<file path="src/rtl/vga_timing_pkg.sv">
// vga_timing_pkg: default 640x480@60 raster constants, derived totals/sync windows, count width.
// Contents: CNT_W count width, DEF_* timing defaults, cnt_t count type, in_win() window helper.
package vga_timing_pkg;
   localparam int CNT_W         = 10;
   localparam int DEF_CLK_DIV   = 2;
   localparam int DEF_H_VISIBLE = 640;
   localparam int DEF_H_FP      = 16;
   localparam int DEF_H_SYNC    = 96;
   localparam int DEF_H_BP      = 48;
   localparam int DEF_V_VISIBLE = 480;
   localparam int DEF_V_FP      = 10;
   localparam int DEF_V_SYNC    = 2;
   localparam int DEF_V_BP      = 33;
   localparam int DEF_H_TOTAL   = DEF_H_VISIBLE + DEF_H_FP + DEF_H_SYNC + DEF_H_BP;
   localparam int DEF_V_TOTAL   = DEF_V_VISIBLE + DEF_V_FP + DEF_V_SYNC + DEF_V_BP;
   localparam int DEF_HS_START  = DEF_H_VISIBLE + DEF_H_FP;
   localparam int DEF_HS_END    = DEF_HS_START + DEF_H_SYNC - 1;
   localparam int DEF_VS_START  = DEF_V_VISIBLE + DEF_V_FP;
   localparam int DEF_VS_END    = DEF_VS_START + DEF_V_SYNC - 1;
   typedef logic [CNT_W-1:0] cnt_t;
   function automatic logic in_win(input int x, input int lo, input int hi);
      return (x >= lo) && (x <= hi);
   endfunction
endpackage

</file>
<file path="src/rtl/vga_pix_tick_gen.sv">
// vga_pix_tick_gen: divides clk by CLK_DIV into a one-clk pixel enable, frozen while i_en is low.
// Ports: i_clk clock, i_rst_n async active-low reset, i_en run, o_pix_tick pixel enable.
module vga_pix_tick_gen #(
   parameter int CLK_DIV = 2
) (
   input  logic i_clk,
   input  logic i_rst_n,
   input  logic i_en,
   output logic o_pix_tick
);
   localparam int DW = (CLK_DIV > 1) ? $clog2(CLK_DIV) : 1;
   logic [DW-1:0] r_div;
   logic          r_tick;
   logic          w_wrap;
   assign w_wrap = (r_div >= DW'(CLK_DIV - 1));
   // r_tick is held (not cleared) while paused so a tick pending at the pause is
   // delivered on resume; the output gate keeps it invisible meanwhile.
   always_ff @(posedge i_clk or negedge i_rst_n) begin
      if (!i_rst_n) begin
         r_div  <= '0;
         r_tick <= 1'b0;
      end else if (i_en) begin
         r_div  <= w_wrap ? '0 : r_div + 1'b1;
         r_tick <= w_wrap;
      end
   end
   assign o_pix_tick = r_tick & i_en;
endmodule

</file>
<file path="src/rtl/vga_timing_ctrl.sv">
// vga_timing_ctrl: VGA raster sequencer - pixel enable, h/v counters, sync/blank decode, frame strobe.
// Ports: i_clk, i_rst_n (async active-low), i_en (run); o_pix_tick, o_h_count, o_v_count,
//        o_enable_v (end of line), o_hsync/o_vsync (active low), o_video_on, o_frame_start.
// Macro VGA_TIMING_PIPE_EN: registers hsync/vsync/video_on once more on pix_tick (one-pixel lag).
module vga_timing_ctrl
   import vga_timing_pkg::*;
#(
   parameter int CLK_DIV   = DEF_CLK_DIV,
   parameter int H_VISIBLE = DEF_H_VISIBLE,
   parameter int H_FP      = DEF_H_FP,
   parameter int H_SYNC    = DEF_H_SYNC,
   parameter int H_BP      = DEF_H_BP,
   parameter int V_VISIBLE = DEF_V_VISIBLE,
   parameter int V_FP      = DEF_V_FP,
   parameter int V_SYNC    = DEF_V_SYNC,
   parameter int V_BP      = DEF_V_BP
) (
   input  logic             i_clk,
   input  logic             i_rst_n,
   input  logic             i_en,
   output logic             o_pix_tick,
   output logic [CNT_W-1:0] o_h_count,
   output logic [CNT_W-1:0] o_v_count,
   output logic             o_enable_v,
   output logic             o_hsync,
   output logic             o_vsync,
   output logic             o_video_on,
   output logic             o_frame_start
);
   localparam int H_TOT = H_VISIBLE + H_FP + H_SYNC + H_BP;
   localparam int V_TOT = V_VISIBLE + V_FP + V_SYNC + V_BP;
   localparam int HS_LO = H_VISIBLE + H_FP;
   localparam int HS_HI = HS_LO + H_SYNC - 1;
   localparam int VS_LO = V_VISIBLE + V_FP;
   localparam int VS_HI = VS_LO + V_SYNC - 1;
   if (H_TOT > 1024 || V_TOT > 1024) begin : g_bad_total
      $error("vga_timing_ctrl: H_TOTAL and V_TOTAL must each be <= 1024");
   end
   if (CLK_DIV < 1) begin : g_bad_div
      $error("vga_timing_ctrl: CLK_DIV must be >= 1");
   end
   logic w_tick, w_enable_v, w_hsync, w_vsync, w_video_on;
   cnt_t r_h, r_v;
   logic r_running;
   vga_pix_tick_gen #(.CLK_DIV(CLK_DIV)) u_tick (
      .i_clk      (i_clk),
      .i_rst_n    (i_rst_n),
      .i_en       (i_en),
      .o_pix_tick (w_tick)
   );
   assign w_enable_v = w_tick && (r_h == cnt_t'(H_TOT - 1));
   // ">=" rather than "==" so an out-of-range count recovers to 0 on the next advance.
   always_ff @(posedge i_clk or negedge i_rst_n) begin
      if (!i_rst_n) begin
         r_h       <= '0;
         r_v       <= '0;
         r_running <= 1'b0;
      end else begin
         if (w_tick) begin
            r_running <= 1'b1;
            r_h       <= (r_h >= cnt_t'(H_TOT - 1)) ? '0 : r_h + 1'b1;
         end
         if (w_enable_v)
            r_v <= (r_v >= cnt_t'(V_TOT - 1)) ? '0 : r_v + 1'b1;
      end
   end
   assign w_hsync    = !in_win(int'(r_h), HS_LO, HS_HI);
   assign w_vsync    = !in_win(int'(r_v), VS_LO, VS_HI);
   // Including w_tick lets video_on rise on the very first tick, before r_running is set.
   assign w_video_on = (r_running || w_tick) && (int'(r_h) < H_VISIBLE) && (int'(r_v) < V_VISIBLE);
`ifdef VGA_TIMING_PIPE_EN
   logic r_hsync, r_vsync, r_video_on;
   always_ff @(posedge i_clk or negedge i_rst_n) begin
      if (!i_rst_n) begin
         r_hsync    <= 1'b1;
         r_vsync    <= 1'b1;
         r_video_on <= 1'b0;
      end else if (w_tick) begin
         r_hsync    <= w_hsync;
         r_vsync    <= w_vsync;
         r_video_on <= w_video_on;
      end
   end
   assign o_hsync    = r_hsync;
   assign o_vsync    = r_vsync;
   assign o_video_on = r_video_on;
`else
   assign o_hsync    = w_hsync;
   assign o_vsync    = w_vsync;
   assign o_video_on = w_video_on;
`endif
   assign o_pix_tick    = w_tick;
   assign o_h_count     = r_h;
   assign o_v_count     = r_v;
   assign o_enable_v    = w_enable_v;
   assign o_frame_start = w_enable_v && (r_v == cnt_t'(V_TOT - 1));
endmodule
</file>
<file path="config.mk">
export PLATFORM = sky130hd
export DESIGN_NAME = vga_timing_ctrl
export DESIGN_NICKNAME = d
export VERILOG_FILES = /design/src/rtl/vga_timing_pkg.sv /design/src/rtl/vga_pix_tick_gen.sv /design/src/rtl/vga_timing_ctrl.sv
export SDC_FILE = /design/constraint.sdc
export NUM_CORES = 1
export LEC_CHECK = 0
export BUFFER_PORTS_ARGS = -buffer_cell sky130_fd_sc_hd__buf_2
export CAP_MARGIN = 20
export CORE_MARGIN = 4
export CORE_UTILIZATION = 50
export CTS_BUF_LIST = sky130_fd_sc_hd__clkbuf_2
export CTS_CLUSTER_DIAMETER = 30
export DETAILED_ROUTE_END_ITERATION = 8
export PLACE_DENSITY = 0.77
export SLEW_MARGIN = 20
export SYNTH_ARGS = -nofsm -noshare
export SYNTH_HDL_FRONTEND = slang
export SYNTH_SLANG_ARGS = --single-unit
</file>
<file path="constraint.sdc">
create_clock -name i_clk -period 1.7 [get_ports i_clk]
set_clock_uncertainty 0.05 [all_clocks]
set_input_delay 0.34 -clock i_clk [delete_from_list [all_inputs] [get_ports i_clk]]
set_output_delay 0.34 -clock i_clk [all_outputs]
set_load 0.005 [all_outputs]
</file>
Word-level counts from Yosys, hierarchy flattened --
Index checks and enable logic that the tools add are counted.
Word-level totals: output and inout port bits 26, bits of input ports 3, word-level logic and storage cells 32, bits in registers 23
Cells by class: muxes and demuxes 3, add/sub/neg operators 3, equality and inequality tests 2, $lt $le $gt $ge 9, reduce and logical (&&, ||, !) cells 9, bitwise gates (word level) 1
Operators by type and width (count):
- $ge 10x10->1 const B | 3
- $add 10x1->10 const B | 2
- $eq 10x10->1 const B | 2
- $mux 10 | 2
- $ge 10x9->1 const B | 1
- $le 10x10->1 const B | 1
- $le 10x9->1 const B | 1
- $lt 10x10->1 const B | 1
- $lt 10x9->1 const B | 1
- $logic_and 1x1->1 | 6
- $logic_not 1->1 | 2
- $add 1x1->1 const B | 1
- $and 1x1->1 | 1
- $ge 1x1->1 const B | 1
- $logic_or 1x1->1 | 1
- $mux 1 | 1

Depth between registers and ports, before layout --
depth after elaboration 4, mapped depth 6, mapped depth without buffers 6

Hierarchy --
From an unflattened synthesis, not the netlist that was laid out.
Unflattened totals: cells, all modules 134, area total of the unflattened synthesis 1257.5 µm²
By module, submodules not included:
- vga_timing_ctrl | seq. area each 525.5 µm², instances 1, cells each 129, area each 1176.1 µm²
- vga_pix_tick_gen | seq. area each 50.0 µm², instances 1, cells each 5, area each 81.3 µm²

Least setup slack after synthesis --
Ideal clock, no wire load.
kind reg2out, from register r_h[0], in the netlist o_h_count[0], to output o_frame_start, path buffers 0, stages on the path, launching flop included 5, required time 1.310 ns, slack -0.027 ns, arrival 1.337 ns, path through dfrtp_1 ha_1 and4_4 nand4_4 nor4_1
On the way: word-level cells in the longest chain between the ends 3
Ends and longest elaborated chain:
- start: declaration | RTL line vga_timing_ctrl.sv:43 | cnt_t r_h, r_v;
- start signal: assignment | RTL line vga_timing_ctrl.sv:61 | r_h <= (r_h >= cnt_t'(H_TOT - 1)) ? '0 : r_h + 1'b1;
- $eq 10x10->1 | RTL line vga_timing_ctrl.sv:51 | assign w_enable_v = w_tick && (r_h == cnt_t'(H_TOT - 1));
- $logic_and 1x1->1 | RTL line vga_timing_ctrl.sv:51
- $logic_and 1x1->1 | RTL line vga_timing_ctrl.sv:96 | assign o_frame_start = w_enable_v && (r_v == cnt_t'(V_TOT - 1));
- end: declaration | RTL line vga_timing_ctrl.sv:28 | output logic o_frame_start
Every way passes these cells.

Final worst setup path --
from register r_v[0], in the netlist o_v_count[0], to output o_frame_start
On the way: word-level cells in the longest chain between the ends 2
Ends and longest elaborated chain:
- start: declaration | RTL line vga_timing_ctrl.sv:43
- start signal: assignment | RTL line vga_timing_ctrl.sv:64 | r_v <= (r_v >= cnt_t'(V_TOT - 1)) ? '0 : r_v + 1'b1;
- $eq 10x10->1 | RTL line vga_timing_ctrl.sv:96
- $logic_and 1x1->1 | RTL line vga_timing_ctrl.sv:96
Every way passes these cells.

==> metrics.txt <==
GRT Overall Usage=0.219; Die X=59.7 um; Clk pwr share=0.146; worst setup path endpoint=o_frame_start; final hold vios=0; violated checks=setup timing; wire per inst=15.1 um; combinational fraction of design power=0.388; routing usage on met3=0.0324; Port Buffers=28; Critical Path End Type=output port; share of cells above drive strength 1=0.438; setup violators final=9; antenna violations before repair=0; clock buffer count from CTS=3; sequential power share=0.465; DIE AREA=0.00357 mm2; Pint=960 uW; Arr. time, crit path=1.54 ns; root buffer cell=clkbuf_2; row cnt=18; via count=1379; wirelength, routed=3.60 mm; Initial Utilization=0.531; crit start category=flip-flop; clock buffer depth=2; H-tree Lvls=1; Pre-antenna DRT Iters=4; Max Fclk=0.518 GHz; routed vias/inst=5.79; fin crit period=1.93 ns; Multi-input gate area=766 um2; Worst slew margin=0.652; fin util=0.737; Placeable Area=0.00252 mm2; maximum vdd drop=0.000845 V; Post-Syn Area=0.00134 mm2; Hold Crit Start=i_en; max cap viols=0; ant diodes=0; largest net degree at the start of global routing=24; post-route ant nets=0; Worst Reg-to-Reg Cells=8; drt initial violations=82; kind of critical path=flip-flop to output port; instance count of the mapped netlist=145; unrepaired setup endpoints after global routing=true; first-pass GRT wire length=5.87 mm; cell area power density=796 mW/mm2; leakage power=0.000879 uW; Placement Setup Slack=-0.0181 ns; RePlAce Congestion=0.939; Seq/Total Area, Yosys=0.430; Yosys warnings=0; DP HPWL=2.51 mm; Final Max Slew Viols=0; CP required=1.31 ns; DRC viols=0; NumNets Final=216; sw frac=0.352; FILL cells=207; Clk Latency, worst-skew pair=0.33 ns; worst slew pin tran=0.521 ns; GR peak layer=met2; CTS tree=yes; Synth Register Bits=23; end of the worst register-to-register path=o_v_count[1]; crit share post-route=1.14; outcome=finished with violations; met2 Use GR=0.387; IO Pins=29; Worst-path clk slew=0.23 ns; met1 Usage GRT=0.260; FF-to-FF Start=o_h_count[1]; Syn Area/Cell=9.23 um2; vias in the first global route=1304; Hold Path Class=primary input to flip-flop; syn_nets=152; register area=581 um2; Worst Setup SP=o_v_count[0]; net switching power=520 uW; total gr overflow=0; Die Y-Extent=59.7 um; reg2reg setup slack=-0.13 ns; synth unique cells=42; Area Growth Syn to Fin=38.8%; Setup WS post-layout=-0.231 ns; clk sinks=23; Crit Path Max Fanout=5
cell families (layout without fill, tap and decap cells):
kind of cell | Yosys count | count (layout) | synth area share
mux | 2 | 2 | 0.0168
flops | 23 | 23 | 0.430
simple gates | 69 | 69 | 0.295
buf+inv | 11 | 74 | 0.0392
fa+ha+maj | 4 | 4 | 0.0374
compound gates | 33 | 33 | 0.162
xor+xnor | 3 | 3 | 0.0196
cell usage after synthesis:
library cell,n,area share
o31ai_1,1,0.0056
nor4bb_1,1,0.0075
nand4_4,1,0.016
a211o_2,1,0.0075
o21ai_1,1,0.0037
o21ai_0,14,0.052
or4_1,1,0.0056
and4_1,1,0.0065
nand4_1,5,0.023
nor3_4,1,0.012
and4_2,1,0.0075
nor2_2,1,0.0047
nor4b_1,1,0.0065
dfrtp_1,23,0.43
nand2_1,14,0.039
a31oi_1,4,0.019
nor3_1,9,0.034
and4_4,1,0.0084
nand2_2,1,0.0047
nand3b_1,1,0.0056
a22o_1,5,0.033
mux2_2,2,0.017
ha_1,4,0.037
clkbuf_8,1,0.010
nand3_1,12,0.045
xor2_1,1,0.0065
a22o_2,1,0.0075
and2_2,1,0.0056
and3_1,1,0.0047
a31oi_2,1,0.0093
inv_1,9,0.025
and4b_1,1,0.0075
nor4_1,2,0.0093
nor2_1,10,0.028
o311a_1,1,0.0075
or3_1,1,0.0047
nand2b_1,1,0.0047
nor2b_1,1,0.0047
xnor2_1,2,0.013
a211oi_1,1,0.0056
buf_2,1,0.0037
a21oi_1,3,0.011
registers in the layout (all words and copies together), names as in the netlist:
name           cells
o_v_count         10
r_running          1
o_h_count         10
u_tick.r_div       1
u_tick.r_tick      1
power groups by stage:
| stage | logic, uW | registers (uW) | clock network, uW |
|---|---|---|---|
| 2_1_floorplan | 215 | 741 | 0 |
| 3_3_place_gp | 508 | 691 | 0 |
| 3_5_place_dp | 529 | 700 | 0 |
| 4_1_cts | 549 | 690 | 226 |
| 5_1_grt | 651 | 701 | 246 |
| 6_report | 575 | 689 | 216 |
layout make-up:
cell class | count | share of cell area
clock buffer | 3 | 0.00808
clock inverter | 1 | 0.00269
inverter | 9 | 0.0182
multi-input combinational | 111 | 0.412
sequential | 23 | 0.312
tap | 30 | 0.0202
timing repair buffer | 61 | 0.226
layer usage:
layer  vias to the layer above  part of all wire
met1                       664              0.42
met4                         0             0.025
met5                         -                 0
li1                        662                 -
met3                         8             0.049
met2                        45              0.50
layout by cell type, fill, tap and decap left out, drive strengths merged:
cell type    instances
nor4bb               1
buf                 60
and4b                1
nand2               15
o311a                1
a22o                 6
and2                 1
nor4                 2
and3                 1
a211oi               1
a211o                1
o31ai                1
dlygate4sd3          1
dfrtp               23
clkbuf               3
clkinv               1
or4                  1
or3                  1
xor2                 1
nand3               12
inv                  9
ha                   4
nor4b                1
nand2b               1
and4                 3
mux2                 2
xnor2                2
nor2                11
a31oi                5
o21ai               15
a21oi                3
nor2b                1
nor3                10
nand3b               1
nand4                6
through the flow:
stage | total power [uW] | hold slack (ns) | instance area (um2) | instances | TNS (ns)
floorplan | 957 | -0.00559 | 1350 | 145 | 0
global placement | 1200 | 0.283 | 1660 | 222 | 0
detailed placement | 1230 | 0.293 | 1660 | 222 | -0.0181
CTS | 1470 | 0.137 | 1810 | 235 | -0.944
global route | 1600 | 0.114 | 1860 | 238 | -1.94
finish | 1480 | 0.148 | 1860 | 238 | -1.01
critical path: stages (launching register included):
cell and delay [ns]:
dfrtp_2 0.49, inv_1 0.11, ha_1 0.15, nand2_1 0.06, nor4_2 0.25, buf_2 0.14
how the worst min path moves through the flow:
stage,endpoint,slack [ns],depth (start not counted)
2_1_floorplan,o_h_count[0],-0.006,0
3_3_place_gp,o_v_count[6],0.28,1
3_5_place_dp,o_v_count[6],0.29,1
4_1_cts,u_tick.r_div,0.14,2
5_1_grt,u_tick.r_div,0.11,2
6_report,u_tick.r_div,0.15,2
repair_timing:
action                                 4_1_cts  5_1_grt
setup endpoints to repair                    8       17
hold buffers                                 1        0
buffers inserted                             8        3
endpoints found under the hold margin       23        0
resized for setup                           16       10
pin swaps                                    8        4
Power figures use the tool's default switching activity.
